`config.mk`:
```
export PLATFORM = sky130hd
export DESIGN_NAME = mod_21_v_1
export DESIGN_NICKNAME = d
export VERILOG_FILES = /design/src/rtl/mod_21_v_1.sv
export SDC_FILE = /design/constraint.sdc
export NUM_CORES = 1
export LEC_CHECK = 0
export ABC_AREA = 1
export BUFFER_PORTS_ARGS = -buffer_cell sky130_fd_sc_hd__buf_2
export CAP_MARGIN = 5
export CORE_MARGIN = 10
export CORE_UTILIZATION = 25
export DETAILED_ROUTE_END_ITERATION = 12
export PLACE_DENSITY = 0.51
export SYNTH_ARGS = -nofsm -noshare
export SYNTH_HDL_FRONTEND = slang
export SYNTH_SLANG_ARGS = --single-unit
```
`constraint.sdc`:
```
create_clock -name clk -period 0.8 [get_ports clk]
set_input_delay 0.12 -clock clk [delete_from_list [all_inputs] [get_ports clk]]
set_output_delay 0.12 -clock clk [all_outputs]
set_load 0.05 [all_outputs]
```
`src/rtl/mod_21_v_1.sv`:
```
// Residue-preserving modulo-21 digit summer: adds the six 6-bit digits of n (64 == 1 mod 21).
// Define MOD21_FINAL_REDUCE_EN to add a second stage that reduces the sum to exactly n mod 21.
module mod_21_v_1 (
    input  logic        clk,
    input  logic        rst_n,
    input  logic        in_valid,
    input  logic [31:0] n,
    output logic        out_valid,
    output logic [8:0]  bit_sum
);

    logic [8:0] digitSum_d;
    logic [8:0] digitSum_q;
    logic       valid1_q;

    // Each digit is at most 63, so six of them top out at 378 and fit in 9 bits.
    always_comb begin
        digitSum_d = {3'b000, n[5:0]}
                   + {3'b000, n[11:6]}
                   + {3'b000, n[17:12]}
                   + {3'b000, n[23:18]}
                   + {3'b000, n[29:24]}
                   + {7'b0000000, n[31:30]};
    end

    always_ff @(posedge clk or negedge rst_n) begin
        if (!rst_n) begin
            digitSum_q <= 9'd0;
            valid1_q   <= 1'b0;
        end else begin
            valid1_q <= in_valid;
            if (in_valid) begin
                digitSum_q <= digitSum_d;
            end
        end
    end

`ifdef MOD21_FINAL_REDUCE_EN
    logic [6:0] fold_d;
    logic [6:0] reduced_d;
    logic [8:0] reducedSum_q;
    logic       valid2_q;

    // Folding bits [8:6] back in keeps the residue and bounds the value at 68,
    // so three conditional subtractions are always enough.
    always_comb begin
        fold_d    = {1'b0, digitSum_q[5:0]} + {4'b0000, digitSum_q[8:6]};
        reduced_d = fold_d;
        if (reduced_d >= 7'd21) reduced_d = reduced_d - 7'd21;
        if (reduced_d >= 7'd21) reduced_d = reduced_d - 7'd21;
        if (reduced_d >= 7'd21) reduced_d = reduced_d - 7'd21;
    end

    always_ff @(posedge clk or negedge rst_n) begin
        if (!rst_n) begin
            reducedSum_q <= 9'd0;
            valid2_q     <= 1'b0;
        end else begin
            valid2_q <= valid1_q;
            if (valid1_q) begin
                reducedSum_q <= {2'b00, reduced_d};
            end
        end
    end

    assign bit_sum   = reducedSum_q;
    assign out_valid = valid2_q;
`else
    assign bit_sum   = digitSum_q;
    assign out_valid = valid1_q;
`endif

endmodule

```
==> Yosys cells after proc, flatten, opt, wreduce, memory -nomap -nowiden <==
Cells that the tools add are included.
{ "word_totals": {"ff_bits": 10, "input_bits": 35, "out_inout_bits": 10} }
{ "op_classes": {"n_addsub": 5} }
{ "ops": {"columns": ["cell", "n"], "rows": [
  ["adder 8 x 6 -> 9 bit", 1],
  ["adder 9 x 2 -> 9 bit", 1],
  ["adder 9 x 6 -> 9 bit", 1],
  ["adder 7 x 6 -> 8 bit", 1],
  ["adder 6 x 6 -> 7 bit", 1]
]} }

==> Logic depth before layout (Yosys ltp) <==
{ "logic_depth": {"word_depth": 5, "depth_mapped": 15, "depth_no_buf": 15} }

==> Least setup slack after synthesis <==
OpenSTA, ideal clock, no wires.
{ "synth_path": {"kind": "input port to flip-flop", "from": "input n[1]", "to": "register digitSum_q[6], in the netlist bit_sum[6]", "setup_time_ns": 0.118, "arrival_time_ns": 2.652, "t_required_ns": 0.682, "slack_ns": -1.970, "path_stages": 14, "n_path_buf": 0, "path_cell_list": "inv_1 > fa_1 > inv_1 > fa_1 > inv_1 > fa_1 > inv_1 > fa_1 > nand2_2 > nand2_1 > nand3_2 > nand3_1 > nand3_1 > nand2_1"} }
{ "synth_between": {"elab_chain_len": 5} }
{ "synth_rtl": {"columns": ["element", "line_no", "text"], "rows": [
  ["start: declaration", "7", "input logic [31:0] n,"],
  ["adder 6 x 6 -> 7 bit", "19", "+ {3'b000, n[11:6]}"],
  ["adder 7 x 6 -> 8 bit", "20", "+ {3'b000, n[17:12]}"],
  ["adder 8 x 6 -> 9 bit", "21", "+ {3'b000, n[23:18]}"],
  ["adder 9 x 6 -> 9 bit", "22", "+ {3'b000, n[29:24]}"],
  ["adder 9 x 2 -> 9 bit", "23", "+ {7'b0000000, n[31:30]};"],
  ["end signal: assignment", "33", "digitSum_q <= digitSum_d;"],
  ["end: declaration", "13", "logic [8:0] digitSum_q;"]
]} }
Every way passes these cells.
A chain may end at the register's enable or synchronous reset.

==> Worst setup path after layout <==
{ "layout_path": {"from": "input n[0]", "to": "register digitSum_q[6], in the netlist bit_sum[6]"} }
Same word-level chain as after synthesis.

==> implementation parameters <==
Parameter                              Value

Power and ir drop
  Leakage power figure ... roughly 1.1 nW
  Maximum ir drop on the vdd rail ... between 0.9 and 1 mV
  Areal power density over the cells ... ~3000 nW/um^2

Clocking
  Insertion delay to the later sink of the worst-skew pair ... 230 ps
  Maximum buffer depth of the clock tree ... 2
  Number of clock sinks seen by CTS ... 10
  Number of H-tree levels ... 1
  Total clock buffers created by CTS ... 3
  Clock tree from TritonCTS ... built
  CTS clock-pin slew for the worst setup and hold paths ... 40 ps
  Clock tree root buffer cell ... sky130_fd_sc_hd__clkbuf_8

Worst setup path
  Crit path DAT ... between 2000 and 3000 ps
  Max stage delay on crit path ... approximately 530 ps
  Launching element type of the critical path ... input port
  Setup Crit Path Kind ... input port to flip-flop
  Required arrival time at the worst endpoint ... a little over 900 ps
  Crit path capture type ... flip-flop
  Critical-path cell list ... buf_6, fa_1, inv_1, fa_1, fa_1, inv_2, ha_4, fa_2, nand2_2, nand2_1, nand3_2, nand3_2, nand3_2, nand2_1
  Critical-path top delay cell ... sky130_fd_sc_hd__fa_1
  Highest net fanout along the worst path ... 3
  R2R cell count ... 3

Status
  Violations in the final reports ... setup timing
  Run status ... complete, but fails checks

Synthesis
  Share of synthesized area occupied by flip-flops and latches ... 0.1898
  Number of different library cells in the post-synthesis netlist ... 19
  Post-synthesis cell area ... about 1300 sq um
  Top cells by area, synth ... sky130_fd_sc_hd__fa_1 29%, sky130_fd_sc_hd__dfrtp_1 19%, sky130_fd_sc_hd__inv_1 19%, sky130_fd_sc_hd__nand2_1 12%, sky130_fd_sc_hd__ha_1 7.6%
  Number of instances in the synthesized netlist ... approximately 180
  Library cell occupying the most area in the post-synthesis netlist ... sky130_fd_sc_hd__fa_1
  Synthesis-stage register bit count ... 10
  Post-synth net total ... between 200 and 250
  Post-synthesis average cell area ... between 7 and 8 sq um
  Share of the synthesized area in the top cell type ... 0.2884
  Yosys warning count ... 0

Timing
  Fin. max-slew vios ... 0
  Largest clock skew in the final design ... 0 ps
  Final Hold Fails ... 0
  Final setup violating endpoints ... 19
  Max-slew headroom at the worst pin ... 0.8459
  RSZ-0062 raised after global routing ... true
  Post-layout minimum cycle time ... roughly 2600 ps
  Worst Tran Pin Value ... 231.2 ps
  Minimum setup slack in the final design ... -1800 ps
  Period utilization ... 3.250
  Max Fclk ... a little under 0.4 GHz

Place
  DP Cell Count ... ~300
  Port Buf Inserts ... 44
  Placer congestion estimate ... 0.7235
  Half-perimeter wire length after detailed placement ... 2.562 mm
  Area after detailed placement ... between 1500 and 2000 sq um

Cells and area
  ANT cells ... 0
  Post-layout instance count excluding filler cells ... between 300 and 400
  Synth-to-layout area growth ... 45.83%
  Net count, final ... around 300
  Area of all placed cells without fillers ... 1923 sq um
  Ratio of cells with drive above 1 in the final layout ... 0.3803

Route
  Number of vias per cell after detailed routing ... a little under 4
  ANT nets after route ... 0
  Number of DRC markers after the initial detailed-route iteration ... 26
  Wire length after detailed routing ... 2.899 mm
  Average wire per standard cell ... 9.536 um
  Remaining design rule violation count ... 0
  Number of detailed-routing iterations run before antenna repair ... 2
  Overall via count from detail_route ... approximately 1200

GRT
  First-pass GRT wire length ... 5.361 mm
  Maximum number of pins on one net before global-route repair ... 11
  Gr ovfl total ... 0
  Total routing usage reported by global routing ... 0.07130
  Number of antenna violations at the first check in global routing ... 0
  Via count of the first global-routing pass ... around 1300

Floorplanning
  Die Outline Area ... 8580 sq um
  Area of the core region ... approximately 5100 sq um
  Effective utilization at floorplan ... 0.2582
  Placement Rows ... 26
  Die H ... slightly above 90 um
  Die W ... approximately 93 um
  I/O pin total ... 45

Hold path
  WHS Path Cells ... 1
  Path class of the lowest-slack min-delay path ... input port to flip-flop

Flow run
  Max-cap violation count ... 0
==> path summary, 6_finish.rpt <==
path | slack, ps | to | start
min reg2reg | 510 | bit_sum[6] | bit_sum[6]
max | -1800 | bit_sum[6] | n[0]
max in group asynchronous | 320 | bit_sum[5] | rst_n
min | 130 | out_valid | in_valid
max reg2reg | 50 | bit_sum[2] | bit_sum[2]
min in group asynchronous | 280 | bit_sum[2] | rst_n
==> Yosys cell counts <==
| cell | number |
|---|---|
| sky130_fd_sc_hd__clkinv_1 | 1 |
| sky130_fd_sc_hd__o21ai_0 | 1 |
| sky130_fd_sc_hd__dfrtp_1 | 10 |
| sky130_fd_sc_hd__fa_1 | 19 |
| sky130_fd_sc_hd__a21oi_1 | 3 |
| sky130_fd_sc_hd__nor2_1 | 5 |
| sky130_fd_sc_hd__clkbuf_8 | 1 |
| sky130_fd_sc_hd__a21oi_2 | 1 |
| sky130_fd_sc_hd__inv_2 | 2 |
| sky130_fd_sc_hd__ha_1 | 8 |
| sky130_fd_sc_hd__o21ai_1 | 2 |
| sky130_fd_sc_hd__nor2_2 | 2 |
| sky130_fd_sc_hd__o21a_1 | 1 |
| sky130_fd_sc_hd__nand2_2 | 3 |
| sky130_fd_sc_hd__nand2_1 | 42 |
| sky130_fd_sc_hd__nand3_1 | 7 |
| sky130_fd_sc_hd__nand4_1 | 1 |
| sky130_fd_sc_hd__inv_1 | 66 |
| sky130_fd_sc_hd__nand3_2 | 2 |
==> placed cells by master, fill, tap and decap left out, drive strengths merged <==
| cell | synthesis | final |
|---|---|---|
| o21ai | 3 | 3 |
| clkinv | 1 | 1 |
| dlygate4sd3 | 0 | 1 |
| fa | 19 | 19 |
| o21a | 1 | 1 |
| dfrtp | 10 | 10 |
| nand2 | 45 | 45 |
| buf | 0 | 54 |
| clkbuf | 1 | 3 |
| a21oi | 4 | 4 |
| nand3 | 9 | 9 |
| nand4 | 1 | 1 |
| ha | 8 | 8 |
| inv | 68 | 68 |
| nor2 | 7 | 7 |
==> critical path, delay by kind of cell <==
kind,cells,cell delay [ps]
buffers and inverters,3,190
adder cells (fa/ha/maj),5,1980
AND/OR/NAND/NOR,6,420
==> power breakdown <==
part / switching (mW) / total [mW] / leakage (nW) / internal (mW)
Clock: 0.168 / 0.495 / 0.0216 / 0.327
Combinational: 2.57 / 4.48 / 0.982 / 1.91
Sequential: 0.155 / 0.878 / 0.122 / 0.723
Total: 2.90 / 5.86 / 1.13 / 2.96
==> cell type report <==
| type | instances | area, sq um |
|---|---|---|
| multi-input cells | 97 | 899.6 |
| fillers | 556 | 3184 |
| well taps | 70 | 87.58 |
| flip-flops and latches | 10 | 250.2 |
| inverters | 69 | 264.0 |
| repair buffers | 55 | 380.4 |
| clock buffers | 3 | 41.29 |
==> through the flow <==
| step | setup slack, ps | util | TNS [ps] | total power, mW | hold WS [ps] |
|---|---|---|---|---|---|
| after floorplan | -1841 | - | -15150 | 3.851 | -175.6 |
| after global placement | -2045 | 0.3405 | -17200 | 4.846 | -3.897 |
| after detailed placement | -2067 | 0.3405 | -17300 | 4.873 | -3.556 |
| after CTS | -1812 | 0.3721 | -15860 | 5.868 | 127.1 |
| after global routing | -1935 | 0.3765 | -16880 | 6.553 | 130.4 |
| final | -1800 | 0.3765 | -15580 | 5.856 | 132.7 |
==> state kept, by name, indices dropped and copies added (netlist names) <==
signal     count
bit_sum        9
out_valid      1
==> kinds of logic (layout without fill, tap and decap cells) <==
family | after synthesis | in the layout | share of synthesized area
AOI/OAI and AO/OA | 8 | 8 | 0.03510
adders and majority gates | 27 | 27 | 0.3643
DFF | 10 | 10 | 0.1898
buffers and inverters | 70 | 127 | 0.2068
and+or+nand+nor | 62 | 62 | 0.2040
==> per-layer routing <==
layer	track usage	wire, um
met3	0.02179	187
met2	0.1294	1498
met1	0.08121	1212
met5	0	0
met4	0.01157	0
==> repair_timing <==
| item | in CTS | in global routing |
|---|---|---|
| setup buffers | 4 | 0 |
| endpoints found under the setup margin | 19 | 19 |
| hold endpoints to repair | 10 | 0 |
| resized for setup | 24 | 5 |
| hold buffers | 1 | 0 |
| pin swaps | 9 | 4 |
Note: power is estimated with default switching activity, not from simulation.
